===== src/rtl/core_test_seq.sv =====
// Core test sequencer: holds the core in reset, releases it, watches rd_data_i for a pass/fail word or a timeout.
// Optional macro CORE_TEST_SEQ_CYCLE_COUNT_EN exposes the RUN cycle counter on cycle_count_o.
module core_test_seq #(
    parameter int                    DATA_WIDTH     = 32,
    parameter int                    RESET_CYCLES   = 2,
    parameter int                    TIMEOUT_CYCLES = 200,
    parameter logic [DATA_WIDTH-1:0] PASS_VALUE     = DATA_WIDTH'(32'h0000_0001),
    parameter logic [DATA_WIDTH-1:0] FAIL_VALUE     = DATA_WIDTH'(32'h0000_DEAD),
    parameter int                    NUM_RUNS       = 1
) (
    input  logic                  clock_i,
    input  logic                  reset_i,
    // start_i is a one-cycle request with no ready: it is taken only in IDLE or DONE and dropped otherwise.
    input  logic                  start_i,
    input  logic [DATA_WIDTH-1:0] rd_data_i,
    output logic                  core_reset_o,
    output logic                  busy_o,
    output logic                  done_o,
    output logic                  pass_o,
    output logic                  fail_o,
    output logic                  timeout_o,
    output logic [3:0]            run_idx_o,
    output logic [15:0]           cycle_count_o,
    output logic [1:0]            dbg_state_o
);

    typedef enum logic [1:0] {IDLE = 2'd0, HOLD = 2'd1, RUN = 2'd2, DONE = 2'd3} state_t;

    localparam logic [7:0]  HOLD_LAST    = 8'(RESET_CYCLES - 1);
    localparam logic [15:0] TIMEOUT_LAST = 16'(TIMEOUT_CYCLES - 1);
    localparam logic [3:0]  IDX_LAST     = 4'(NUM_RUNS - 1);

    state_t      state_q, state_d;
    logic [7:0]  hold_cnt_q, hold_cnt_d;
    logic [15:0] run_cnt_q, run_cnt_d;
    logic [3:0]  run_idx_d;
    logic        pass_d, fail_d, timeout_d;
    logic        fail_hit, pass_hit;

    assign fail_hit = (rd_data_i == FAIL_VALUE);
    assign pass_hit = (rd_data_i == PASS_VALUE);

    always_comb begin
        state_d    = state_q;
        hold_cnt_d = hold_cnt_q;
        run_cnt_d  = run_cnt_q;
        run_idx_d  = run_idx_o;
        pass_d     = pass_o;
        fail_d     = fail_o;
        timeout_d  = timeout_o;
        case (state_q)
            IDLE, DONE: begin
                if (start_i) begin
                    state_d    = HOLD;
                    hold_cnt_d = 8'd0;
                    run_cnt_d  = 16'd0;
                    run_idx_d  = 4'd0;
                    pass_d     = 1'b0;
                    fail_d     = 1'b0;
                    timeout_d  = 1'b0;
                end
            end
            HOLD: begin
                if (hold_cnt_q == HOLD_LAST) begin
                    state_d   = RUN;
                    run_cnt_d = 16'd0;
                end else begin
                    hold_cnt_d = hold_cnt_q + 8'd1;
                end
            end
            RUN: begin
                if (run_cnt_q != 16'hFFFF) run_cnt_d = run_cnt_q + 16'd1;
                // Fail is checked first so it wins when PASS_VALUE == FAIL_VALUE; any match beats timeout.
                if (fail_hit) begin
                    state_d = DONE;
                    fail_d  = 1'b1;
                end else if (pass_hit) begin
                    if (run_idx_o == IDX_LAST) begin
                        state_d = DONE;
                        pass_d  = 1'b1;
                    end else begin
                        state_d    = HOLD;
                        hold_cnt_d = 8'd0;
                        run_idx_d  = run_idx_o + 4'd1;
                    end
                end else if (run_cnt_q == TIMEOUT_LAST) begin
                    state_d   = DONE;
                    timeout_d = 1'b1;
                end
            end
            default: state_d = IDLE;
        endcase
    end

    always_ff @(posedge clock_i) begin
        if (reset_i) begin
            state_q      <= IDLE;
            hold_cnt_q   <= 8'd0;
            run_cnt_q    <= 16'd0;
            run_idx_o    <= 4'd0;
            pass_o       <= 1'b0;
            fail_o       <= 1'b0;
            timeout_o    <= 1'b0;
            core_reset_o <= 1'b1;
            busy_o       <= 1'b0;
            done_o       <= 1'b0;
        end else begin
            state_q      <= state_d;
            hold_cnt_q   <= hold_cnt_d;
            run_cnt_q    <= run_cnt_d;
            run_idx_o    <= run_idx_d;
            pass_o       <= pass_d;
            fail_o       <= fail_d;
            timeout_o    <= timeout_d;
            // Status outputs are decoded from the next state so they line up with state_q after the edge.
            core_reset_o <= (state_d != RUN);
            busy_o       <= (state_d == HOLD) || (state_d == RUN);
            done_o       <= (state_d == DONE);
        end
    end

    assign dbg_state_o = state_q;

`ifdef CORE_TEST_SEQ_CYCLE_COUNT_EN
    assign cycle_count_o = run_cnt_q;
`else
    assign cycle_count_o = 16'd0;
`endif

endmodule

===== config.mk =====
export PLATFORM = sky130hd
export DESIGN_NAME = core_test_seq
export DESIGN_NICKNAME = d
export VERILOG_FILES = /design/src/rtl/core_test_seq.sv
export SDC_FILE = /design/constraint.sdc
export NUM_CORES = 1
export LEC_CHECK = 0
export CAP_MARGIN = 20
export CORE_UTILIZATION = 36
export CTS_CLUSTER_SIZE = 25
export DETAILED_ROUTE_END_ITERATION = 16
export PLACE_DENSITY_LB_ADDON = 0.3
export SYNTH_ARGS = -nofsm -noshare
export SYNTH_HDL_FRONTEND = slang
export SYNTH_SLANG_ARGS = --single-unit

===== constraint.sdc =====
create_clock -name clock_i -period 2.7 [get_ports clock_i]
set_input_delay 0.54 -clock clock_i [delete_from_list [all_inputs] [get_ports clock_i]]
set_output_delay 0.54 -clock clock_i [all_outputs]
set_load 0.005 [all_outputs]

**Word level (Yosys, flattened, before mapping)**

Cells that the tools add are included.

- Flip-flop bits (word level): 36
- Output and inout bits: 28
- Logic and storage cells: 80

- $add $sub $neg: 3
- Eq/ne operators: 23
- Mux-type cells: 33
- Reduce and logical (&&, ||, !) cells: 11

Operator list:

| kind | count |
|---|---|
| 2-to-1 mux 16 bit | 3 |
| one-hot mux 16 bit (3 select lines) | 1 |
| 2-to-1 mux 8 bit | 5 |
| equality test 32 x 1 -> 1 bit, second input constant | 1 |
| equality test 32 x 16 -> 1 bit, second input constant | 1 |
| inequality test 2 bit, second input constant | 12 |
| one-hot mux 8 bit (3 select lines) | 1 |
| AND reduction 5 bit | 4 |
| adder 16 x 1 -> 16 bit, second input constant | 1 |
| equality test 16 x 8 -> 1 bit, second input constant | 1 |
| 2-to-1 mux 4 bit | 4 |
| inequality test 16 bit, second input constant | 1 |
| 2-to-1 mux 2 bit | 6 |
| adder 8 x 1 -> 8 bit, second input constant | 1 |
| equality test 2 bit, second input constant | 4 |
| equality test 8 x 1 -> 1 bit, second input constant | 1 |
| 2-to-1 mux 1 bit | 8 |
| one-hot mux 4 bit (2 select lines) | 1 |
| one-hot mux 1 bit (2 select lines) | 3 |
| one-hot mux 2 bit (3 select lines) | 1 |
| AND reduction 3 bit | 2 |
| adder 4 x 1 -> 4 bit, second input constant | 1 |
| equality test 2 x 1 -> 1 bit, second input constant | 2 |
| zero test 4 bit | 1 |
| other kinds (4) | 4 |

**Logic depth before layout (Yosys ltp)**

Gate-level depths: netlist (run 1).

- Word-level depth: 7
- Mapped depth: 9
- Gate-level depth less buffers: 9

**Worst setup path before layout (run 1)**

No wires, ideal clock.

- Kind: input to register
- Start point: in rd_data_i[23]
- End point: reg hold_cnt_q[4]
- Arrival: 2305 ps
- Data required time: 2612 ps
- Path slack: 307 ps
- Cell stages on the path: 5
- Buffers on the path: 0
- Cells stage by stage: or4_4 > nand4b_4 > o41a_4 > or3_4 > o32ai_2

- Cells in the longest elaborated chain, start to end: 3
- Elaborated cells between the ends (all ways): 5
- Those cells by class: 4 x eq/ne; 1 x reduce/logical

Ends and longest elaborated chain:

| item | line | text |
|---|---|---|
| from (decl) | 15 | `input logic [DATA_WIDTH-1:0] rd_data_i,` |
| equality test 32 x 1 -> 1 bit / equality test 32 x 16 -> 1 bit (equally long branches) | 41, 40 |  |
| inequality test 2 bit (no line) | n/a |  |
| AND reduction 5 bit (no line) (*) | n/a |  |
| to (signal assigned) | 109 | `hold_cnt_q <= hold_cnt_d;` |
| to (decl) | 34 | `logic [7:0] hold_cnt_q, hold_cnt_d;` |

Every way passes the cells marked *; elsewhere a longest branch is shown, timed or not.
A chain may end at the register's enable or synchronous reset.

**Worst setup path in the final report (run 1)**

Same ends and word-level chain as after synthesis.

==> results of run 1 <==
[power breakdown]
| part | internal (uW) | switching [uW] | total, uW |
|---|---|---|---|
| clock network | 176 | 194 | 370 |
| logic | 96.8 | 87.4 | 184 |
| registers | 536 | 3.81 | 540 |
| total | 808 | 286 | 1090 |
[through the flow]
step | cell area (um^2) | setup TNS (ps) | hold slack [ps] | setup WS [ps]
5_1_grt | 3010 | 0 | 523 | 19.4
2_1_floorplan | 2380 | 0 | 449 | 307
4_1_cts | 2990 | 0 | 498 | 157
6_report | 3010 | 0 | 499 | 167
3_5_place_dp | 2910 | -924 | 488 | -146
3_3_place_gp | 2910 | -721 | 476 | -136
[cell families after synthesis]
group | count (synthesis) | synth area share, %
other | 1 | 0.161
AND/OR/NAND/NOR | 130 | 33.8
AO/OA/AOI/OAI | 68 | 19.6
multiplexers | 3 | 1.29
XOR/XNOR | 2 | 0.752
buffers and inverters | 37 | 8.60
flip-flops | 36 | 31.0
adder cells (fa/ha/maj) | 9 | 4.84
[layout by cell type (no fill, tap or decap), types with 4 or more instances in the layout]
cell,count
nor3_1,9
clkbuf_8,5
nand2b_1,6
conb_1,16
a21oi_1,19
and2_1,5
nor2_1,16
or3_1,12
nor4b_1,4
nor4_1,5
nand2_1,22
nand4_1,12
nand3_1,9
nor2b_1,9
dfxtp_1,36
o21ai_0,18
inv_1,12
ha_1,9
clkdlybuf4s50_1,46
buf_4,20
[repair_timing]
| item | CTS | global route |
|---|---|---|
| hold endpoints to repair | 0 | 0 |
| buffers inserted | 0 | 3 |
| setup endpoints to repair | 0 | 1 |
[state kept, by name (all words and copies together), names as in the netlist, 2 cells and up]
| register | cells |
|---|---|
| run_idx_o | 4 |
| hold_cnt_q | 8 |
| dbg_state_o | 2 |
| run_cnt_q | 16 |
[worst min path at each step]
stage                       start            end  slack [ps]
floorplan           run_cnt_q[15]  run_cnt_q[15]         450
global placement     run_cnt_q[9]   run_cnt_q[9]         480
detailed placement  run_cnt_q[15]  run_cnt_q[15]         490
CTS                 run_cnt_q[15]  run_cnt_q[15]         500
global route        run_cnt_q[15]  run_cnt_q[15]         520
finish              run_cnt_q[14]  run_cnt_q[14]         500
[routing by layer]
layer | part of all wire, % | up-vias
met5 | 0 | -
met4 | 0.96 | 0
met3 | 3.5 | 9
met2 | 49 | 35
met1 | 47 | 1066
li1 | - | 1154
[cell type report]
class | count | share of cell area (%)
repair buffers | 66 | 20.3
inverters | 12 | 1.50
clock buffers | 6 | 2.41
multi-input cells | 228 | 48.6
clock inverters | 1 | 0.166
flip-flops and latches | 36 | 23.9
well taps | 75 | 3.12
[worst reg2reg max path, cell delays in order (launching register included)]
cell       delay, ps
dfxtp_1          350
inv_1             60
ha_1             370
nand2b_1         300
nand3_1          140
a2111oi_2        380
or4b_1           460
o21ai_1           80
==> impl_metrics.json, run 1 <==
{
  "final_nets": 393,
  "grt-busiest-layer": "met2",
  "synth_cells": 286,
  "drtPass1Iterations": 4,
  "antenna_found_initial": 0,
  "p_total_uw": 1090,
  "rows": 28,
  "cts_tree": "done",
  "yosys-top-cells-area": "dfxtp_1 31%, buf_4 5.2%, ha_1 4.8%",
  "cp-end-kind": "flop",
  "reg2reg_slack_ps": 510,
  "clock_skew_ps": 9.81,
  "grt_pass1_wl_um": 9580,
  "worst_path_max_delay_cell": "or4_4",
  "port_buffers": 46,
  "cpPeakStageDelay_ps": 540,
  "cts_hold_buf": 0,
  "postLayoutCoreUtil_pct": 49.4,
  "worstMarginPinSlew_ps": 749,
  "outcome": "complete, no violations",
  "synth_ff_type": "dfxtp_1",
  "min_period_ps": 2530,
  "synth_commonest_cells": "36 x dfxtp_1, 22 x nand2_1, 19 x a21oi_1",
  "core_um2": 6100,
  "root_buffer": "clkbuf_8",
  "cts_buffers": 5,
  "grt_max_degree": 15,
  "place_congestion": 0.807,
  "antenna_left": 0,
  "hp-class": "reg -> reg",
  "vias": 2264,
  "synth-seq-cells": 36,
  "ys_seq_area_share_pct": 31.0,
  "dieArea_um2": 6790,
  "n_antenna_cell": 0,
  "regToRegStartpoint": "dbg_state_o[0]",
  "drv_cap": 0,
  "syn_to_final_growth_pct": 29.3,
  "p_leak_uw": 0.00107,
  "async_flop_share_pct": 0,
  "drive_gt1_share_pct": 10.6,
  "drc_errors": 0,
  "drt_iter0_drc": 72,
  "synth_top_area_share_pct": 31.0,
  "synthDistinctLibCells": 56,
  "grt_pass1_vias": 2088,
  "vias_per_cell": 5.34,
  "clk_latency_ps": 290,
  "synth-edff-count": 0,
  "final_cells": 424,
  "slew_headroom_pct": 50.0,
  "gr-usage-all-layers_pct": 18.3,
  "setup_viol": 0,
  "r2r-end": "run_cnt_q[15]",
  "yosys_warnings": 0,
  "crit_fanout": 5,
  "powerDensity_nw_per_um2": 363,
  "synth_most_common_cell": "dfxtp_1",
  "cts_resized": 0,
  "vdd_drop_max_uv": 225,
  "period_share_pct": 93.8,
  "finalHoldViolations": 0,
  "post-place-cells": 414,
  "crit_required_ps": 2910,
  "cp-endpoint": "hold_cnt_q[4]",
  "ios": 63,
  "met3_usage_pct": 3.63,
  "synth_top_area_cell": "dfxtp_1",
  "startpoint": "rd_data_i[23]",
  "holdPathStages": 2,
  "dpl.hpwl_um": 4380,
  "initial_utilization_pct": 38.2,
  "path_delay_family": "simple AND/OR/NAND/NOR gates",
  "r2r_cells": 7,
  "wire_per_inst_um": 13.3,
  "area.sequential_um2": 721,
  "max_freq_mhz": 395,
  "multi_input_area_um2": 1460,
  "synthesis.area_um2": 2330,
  "worstPathCellList": "clkdlybuf4s50_1 -> or4_4 -> nand4b_4 -> o41a_4 -> or3_4 -> o32ai_2",
  "rsz0062_at_grt": "no",
  "grt_use_met1_pct": 22.6,
  "htree_levels": 2,
  "die_h_um": 82.4,
  "crit_buf_inv": 1,
  "clockBufferDepth": 2,
  "criticalPathCategory": "in -> reg",
  "clkSinkCount": 36,
  "grt-ovfl-total": 0,
  "fill_cells": 598,
  "cp_data_arrival_time_ps": 2740,
  "worstSetupStartpointType": "primary input",
  "clk_pin_slew_ps": 70,
  "wl_um": 5620,
  "slew_viol_final": 0,
  "grtUsageMet2_pct": 32.2,
  "fp.dieW_um": 82.4,
  "syn_area_per_cell_um2": 8.14,
  "cp.depth": 6
}
Power figures use the tool's default switching activity.
==> run 2, diff against run 1 <==
- CTS_BUF_LIST: unset -> sky130_fd_sc_hd__clkbuf_8
- GPL_ROUTABILITY_DRIVEN: unset -> 1
==> run 2 against run 1 <==
Compared with the run above:
- worst hold slack barely moved
- combinational power hardly changed
- cell area unchanged
- cell count unchanged
- sequential power barely moved
- wire length about the same
- die area did not move
- worst setup slack lost 1.7 ps
- maximum frequency hardly changed
- first-iteration DRC count rose by 11%
- critical path type unchanged
- largest cell class unchanged
- largest power group unchanged
- highest routed layer unchanged
==> impl_metrics.json, run 2 (synthesized netlist as in run 1, its figures left out) <==
{
  "outcome": "complete, no violations",
  "clk_pin_slew_ps": 70,
  "cp-endpoint": "hold_cnt_q[4]",
  "wire_per_inst_um": 13.3,
  "worst_path_max_delay_cell": "or4_4",
  "grt_pass1_vias": 2091,
  "drtPass1Iterations": 4,
  "core_um2": 6100,
  "cp.depth": 6,
  "crit_required_ps": 2910,
  "holdPathStages": 2,
  "grt-ovfl-total": 0,
  "cts_buffers": 5,
  "layout_common_cells": "46 x clkdlybuf4s50_1, 36 x dfxtp_1, 22 x nand2_1",
  "cp-end-kind": "flop",
  "setup_ws_ps": 165,
  "drt_iter0_drc": 80,
  "dpl.hpwl_um": 4380,
  "cp_data_arrival_time_ps": 2740,
  "regMostFlops": "run_cnt_q",
  "regToRegStartpoint": "dbg_state_o[0]",
  "cts_hold_buf": 0,
  "port_buffers": 46,
  "worstMarginPinSlew_ps": 770,
  "final_cells": 424,
  "cts_resized": 0,
  "clk_latency_ps": 290,
  "period_share_pct": 93.9,
  "rows": 28,
  "antenna_found_initial": 0,
  "path_delay_family": "simple AND/OR/NAND/NOR gates",
  "drc_errors": 0,
  "drv_cap": 0,
  "r2r-end": "run_cnt_q[15]",
  "p_leak_uw": 0.00107,
  "grt_pass1_wl_um": 9600,
  "clkSinkCount": 36,
  "cpPeakStageDelay_ps": 540,
  "wl_um": 5620,
  "powerDensity_nw_per_um2": 362,
  "fin_setup_tns_ps": 0,
  "vias_per_cell": 5.31,
  "clockBufferDepth": 2,
  "initial_utilization_pct": 38.2,
  "postLayoutCoreUtil_pct": 49.4,
  "worstSetupStartpointType": "primary input",
  "antenna_left": 0,
  "slew_headroom_pct": 48.5,
  "min_period_ps": 2530,
  "final_nets": 393,
  "crit_fanout": 5,
  "setup_viol": 0,
  "post-place-cells": 414,
  "worstPathCellList": "clkdlybuf4s50_1 -> or4_4 -> nand4b_4 -> o41a_4 -> or3_4 -> o32ai_2",
  "crit_buf_inv": 1,
  "reg2reg_slack_ps": 510,
  "vdd_drop_max_uv": 225,
  "rsz0062_at_grt": "no",
  "top_regs": "run_cnt_q (16), hold_cnt_q (8), run_idx_o (4)",
  "gr-usage-all-layers_pct": 18.4,
  "fin_area_um2": 3010,
  "vias": 2250,
  "final_common_cell": "clkdlybuf4s50_1",
  "ios": 63,
  "drive_gt1_share_pct": 10.6,
  "criticalPathCategory": "in -> reg",
  "syn_to_final_growth_pct": 29.3,
  "post-place-ws_ps": -146,
  "largest_reg_flops": 16,
  "finalHoldViolations": 0,
  "fp.dieW_um": 82.4,
  "cts_tree": "done",
  "die_h_um": 82.4,
  "dpl_cell_area_um2": 2910,
  "r2r_cells": 7,
  "place_congestion": 0.807,
  "hp-class": "reg -> reg",
  "htree_levels": 2,
  "grt_max_degree": 15,
  "max_freq_mhz": 395,
  "root_buffer": "clkbuf_8",
  "startpoint": "rd_data_i[23]",
  "dieArea_um2": 6790,
  "slew_viol_final": 0,
  "clock_skew_ps": 9.17,
  "n_antenna_cell": 0
}
[run 2: changes by cell type in the layout (fill, tap and decap cells not counted), sizes merged]
cell    delta
inv        +1
clkbuf     -1
[run 2: area by class of cell]
| cell class | instances | area [um^2] |
|---|---|---|
| fill | 598 | 3080 |
| multi-input combinational | 228 | 1460 |
| sequential | 36 | 721 |
| timing repair buffer | 66 | 611 |
| tap | 75 | 93.8 |
| clock buffer | 5 | 68.8 |
| inverter | 12 | 45.0 |
| clock inverter | 2 | 8.76 |
[run 2: stage by stage]
| step | total power (uW) | hold slack (ps) |
|---|---|---|
| after detailed placement | 728 | 488 |
| after floorplan | 650 | 449 |
| after CTS | 1090 | 499 |
| after global placement | 725 | 476 |
| after global routing | 1140 | 524 |
| final | 1090 | 499 |
[run 2: worst min-delay path by stage]
stage / to / slack (ps) / startpoint
finish: run_cnt_q[14] / 500 / run_cnt_q[14]
global route: run_cnt_q[15] / 520 / run_cnt_q[15]
CTS: run_cnt_q[15] / 500 / run_cnt_q[15]
detailed placement: run_cnt_q[15] / 490 / run_cnt_q[15]
global placement: run_cnt_q[9] / 480 / run_cnt_q[9]
floorplan: run_cnt_q[15] / 450 / run_cnt_q[15]
[run 2: power breakdown]
group	internal, uW	switching [uW]
clock network	172	195
registers	536	3.80
logic	96.8	87.4
total	805	286
[run 2: worst reg2reg max path: stages (launching register included)]
cell and delay, ps:
dfxtp_1 350, inv_1 60, ha_1 370, nand2b_1 290
nand3_1 140, a2111oi_2 380, or4b_1 460, o21ai_1 80
[run 2: layer usage]
layer  vias to the layer above  track usage, %  part of all wire [%]
li1                       1154               -                     -
met1                      1048            22.6                    47
met2                        38            32.4                    49
met3                        10            3.63                   2.8
met4                         0            4.74                   1.1
met5                         -               0                     0
[run 2: timing repair]
item,in CTS,in global routing
endpoints found under the hold margin,0,0
buffers inserted,0,3
setup endpoints to repair,0,1
==> patch: new RTL, flow settings as in run 2 <==
`DATA_WIDTH`: 32 -> 40.
--- a/src/rtl/core_test_seq.sv
+++ b/src/rtl/core_test_seq.sv
@@ -1,7 +1,7 @@
 // Core test sequencer: holds the core in reset, releases it, watches rd_data_i for a pass/fail word or a timeout.
 // Optional macro CORE_TEST_SEQ_CYCLE_COUNT_EN exposes the RUN cycle counter on cycle_count_o.
 module core_test_seq #(
-    parameter int                    DATA_WIDTH     = 32,
+    parameter int                    DATA_WIDTH     = 40,
     parameter int                    RESET_CYCLES   = 2,
     parameter int                    TIMEOUT_CYCLES = 200,
     parameter logic [DATA_WIDTH-1:0] PASS_VALUE     = DATA_WIDTH'(32'h0000_0001),
Ports: changed (resized rd_data_i); port bits go from 63 to 71. No check against the original RTL was run, so the function may have changed too.
==> patch against run 2 <==
- sequential cell count unchanged
- largest cell class unchanged
- critical path depth rose by 2
- total power is 20% higher
- wire length rose by 8.6%
- register-to-register slack got worse by 0.26 ns
- synthesized area shrank 1.6%
- clock power grew 30%
- worst setup slack worse by 0.021 ns
- critical path type unchanged
- cell area is 3.2% higher
==> patch: results (changes against run 2) <==
crit-path max cell delay=0.54 ns (about the same); Yosys cell types=49 (-13%); crit path to=hold_cnt_q[1]; top cells by area, synth=dfxtp_1 31%, buf_4 5.6%, ha_1 4.9%; vias per cell=5.50 (+3.6%); vias=2343 (+4.1%); DR iter-0 viols=98 (+23%); skew final=0.00593 ns (-0.00324 ns); Top delay family on crit path=simple AND/OR/NAND/NOR gates; leakage=1.12 nW (+4.7%); Slew HR=0.574 (+0.0885); clk_lat worst skew=0.29 ns (about the same); reg-to-reg critical path startpoint=run_cnt_q[0]; Final #Nets=402 (+2.3%); synthesized netlist cell count=281 (-1.7%); All-Layer GR Usage=0.196 (+0.0123); Worst R2R End=busy_o; Root Driver=clkbuf_8; wire length of the first global-routing pass=10300 µm (+6.9%); # fillers=583 (-2.5%); post-synthesis sequential area ratio=0.314 (+0.00490); Worst-path clk slew=0.08 ns; async set or reset register ratio after synthesis=0 (unchanged); n_diodes=0 (unchanged); worst-path fanout max=9 (+4); run status=finished, final reports clean; critical path startpoint=rd_data_i[3]; hold crit path type=register to register; vias in the first global route=2303 (+10%); initial antenna violation count=0 (unchanged); drt pass-1 iters=4 (unchanged); Layout area overhead=35.6%; cell count of the worst reg-to-reg path=9 (+2); layout cells sized above 1=0.125 (+0.0193); PortBufs=54 (+17%); CTS Hold Buffers Added=0 (unchanged); largest net degree at the start of global routing=20 (+5); # H-tree levels=2 (unchanged); Worst VDD drop=0.000301 V (+33%); top flop regs=run_cnt_q: 16 flops, hold_cnt_q: 8 flops, run_idx_o: 4 flops; CTS buffer count=5 (unchanged); WP data arrival=2.76 ns (+0.02 ns); Worst R2R Setup Slack=0.25 ns (-0.26 ns); dpl cells=414 (unchanged); GPL Wtd Cong=0.798 (-1.2%); CTS Buffer Depth=2 (unchanged); crit path max-delay cell type=or4_1; Yosys warning count=0 (unchanged); Post-synth top cells=36 x dfxtp_1, 27 x nand2_1, 18 x a21oi_1; placed wire-length estimate=4720 µm (+7.7%); Avg WL per Cell=14.3 µm (+8.1%)
==> patch: cell types whose count changed in the layout (fill, tap and decap cells not counted), sizes merged, moves of 6 or more <==
cell,delta
o21ai,-15
or3,-6
or4,+12
nor2b,-6
dlymetal6s2s,+6
nand3,+7
nand4,-7
o31ai,+6
==> patch: stage by stage <==
step / area, µm² / setup slack, ns / power [mW] / hold slack, ns
CTS: 3060 / 0.0353 / 1.32 / 0.470
detailed placement: 2940 / -0.268 / 0.848 / 0.458
finish: 3110 / 0.145 / 1.31 / 0.472
floorplan: 2350 / 0.243 / 0.728 / 0.437
global route: 3110 / 0.0170 / 1.38 / 0.508
global placement: 2940 / -0.217 / 0.840 / 0.451
==> patch: repair_timing <==
action / CTS / global route
setup buffers: 0 / 4
gates resized for setup: 0 / 8
setup endpoints to repair: 0 / 4
==> patch: layout make-up <==
cell class                      count  area share
Multi-Input combinational cell    218       0.455
Sequential cell                    36       0.232
Timing Repair Buffer               76       0.232
Tap cell                           75      0.0302
Clock buffer                        5      0.0221
Inverter                           13      0.0157
Clock inverter                      3      0.0137
==> patch: cells by family (layout without fill, tap and decap cells) <==
kind of cell               count (synthesis)  count (layout)  synth area share
xor gates and xnor gates                   1               1           0.00382
muxes                                      1               1           0.00437
buffers and inverters                     42              97            0.0972
AOI/OAI and AO/OA                         68              68             0.217
other                                      1              16           0.00164
and+or+nand+nor                          123             123             0.313
adders and majority gates                  9               9            0.0491
DFF                                       36              36             0.314
==> patch: worst min-delay path by stage <==
stage | start | to | slack (ns) | cells past startpoint
3_5_place_dp | hold_cnt_q[7] | hold_cnt_q[7] | 0.46 | 1
6_report | hold_cnt_q[7] | hold_cnt_q[7] | 0.47 | 1
4_1_cts | hold_cnt_q[7] | hold_cnt_q[7] | 0.47 | 1
5_1_grt | hold_cnt_q[7] | hold_cnt_q[7] | 0.51 | 1
2_1_floorplan | hold_cnt_q[7] | hold_cnt_q[7] | 0.44 | 1
3_3_place_gp | hold_cnt_q[7] | hold_cnt_q[7] | 0.45 | 1
==> patch: per-layer routing <==
metal	up-vias	routed length, µm	GRT usage
met5	-	0	0
met4	0	68	0.0526
met3	8	168	0.0367
met2	36	3220	0.367
met1	1131	2650	0.224
li1	1168	-	-
==> patch: where the power goes <==
part / internal [mW] / leakage [nW] / switching [mW]
Combinational: 0.140 / 0.777 / 0.143
Sequential: 0.542 / 0.291 / 0.0120
Clock: 0.273 / 0.0541 / 0.202
Total: 0.955 / 1.12 / 0.357
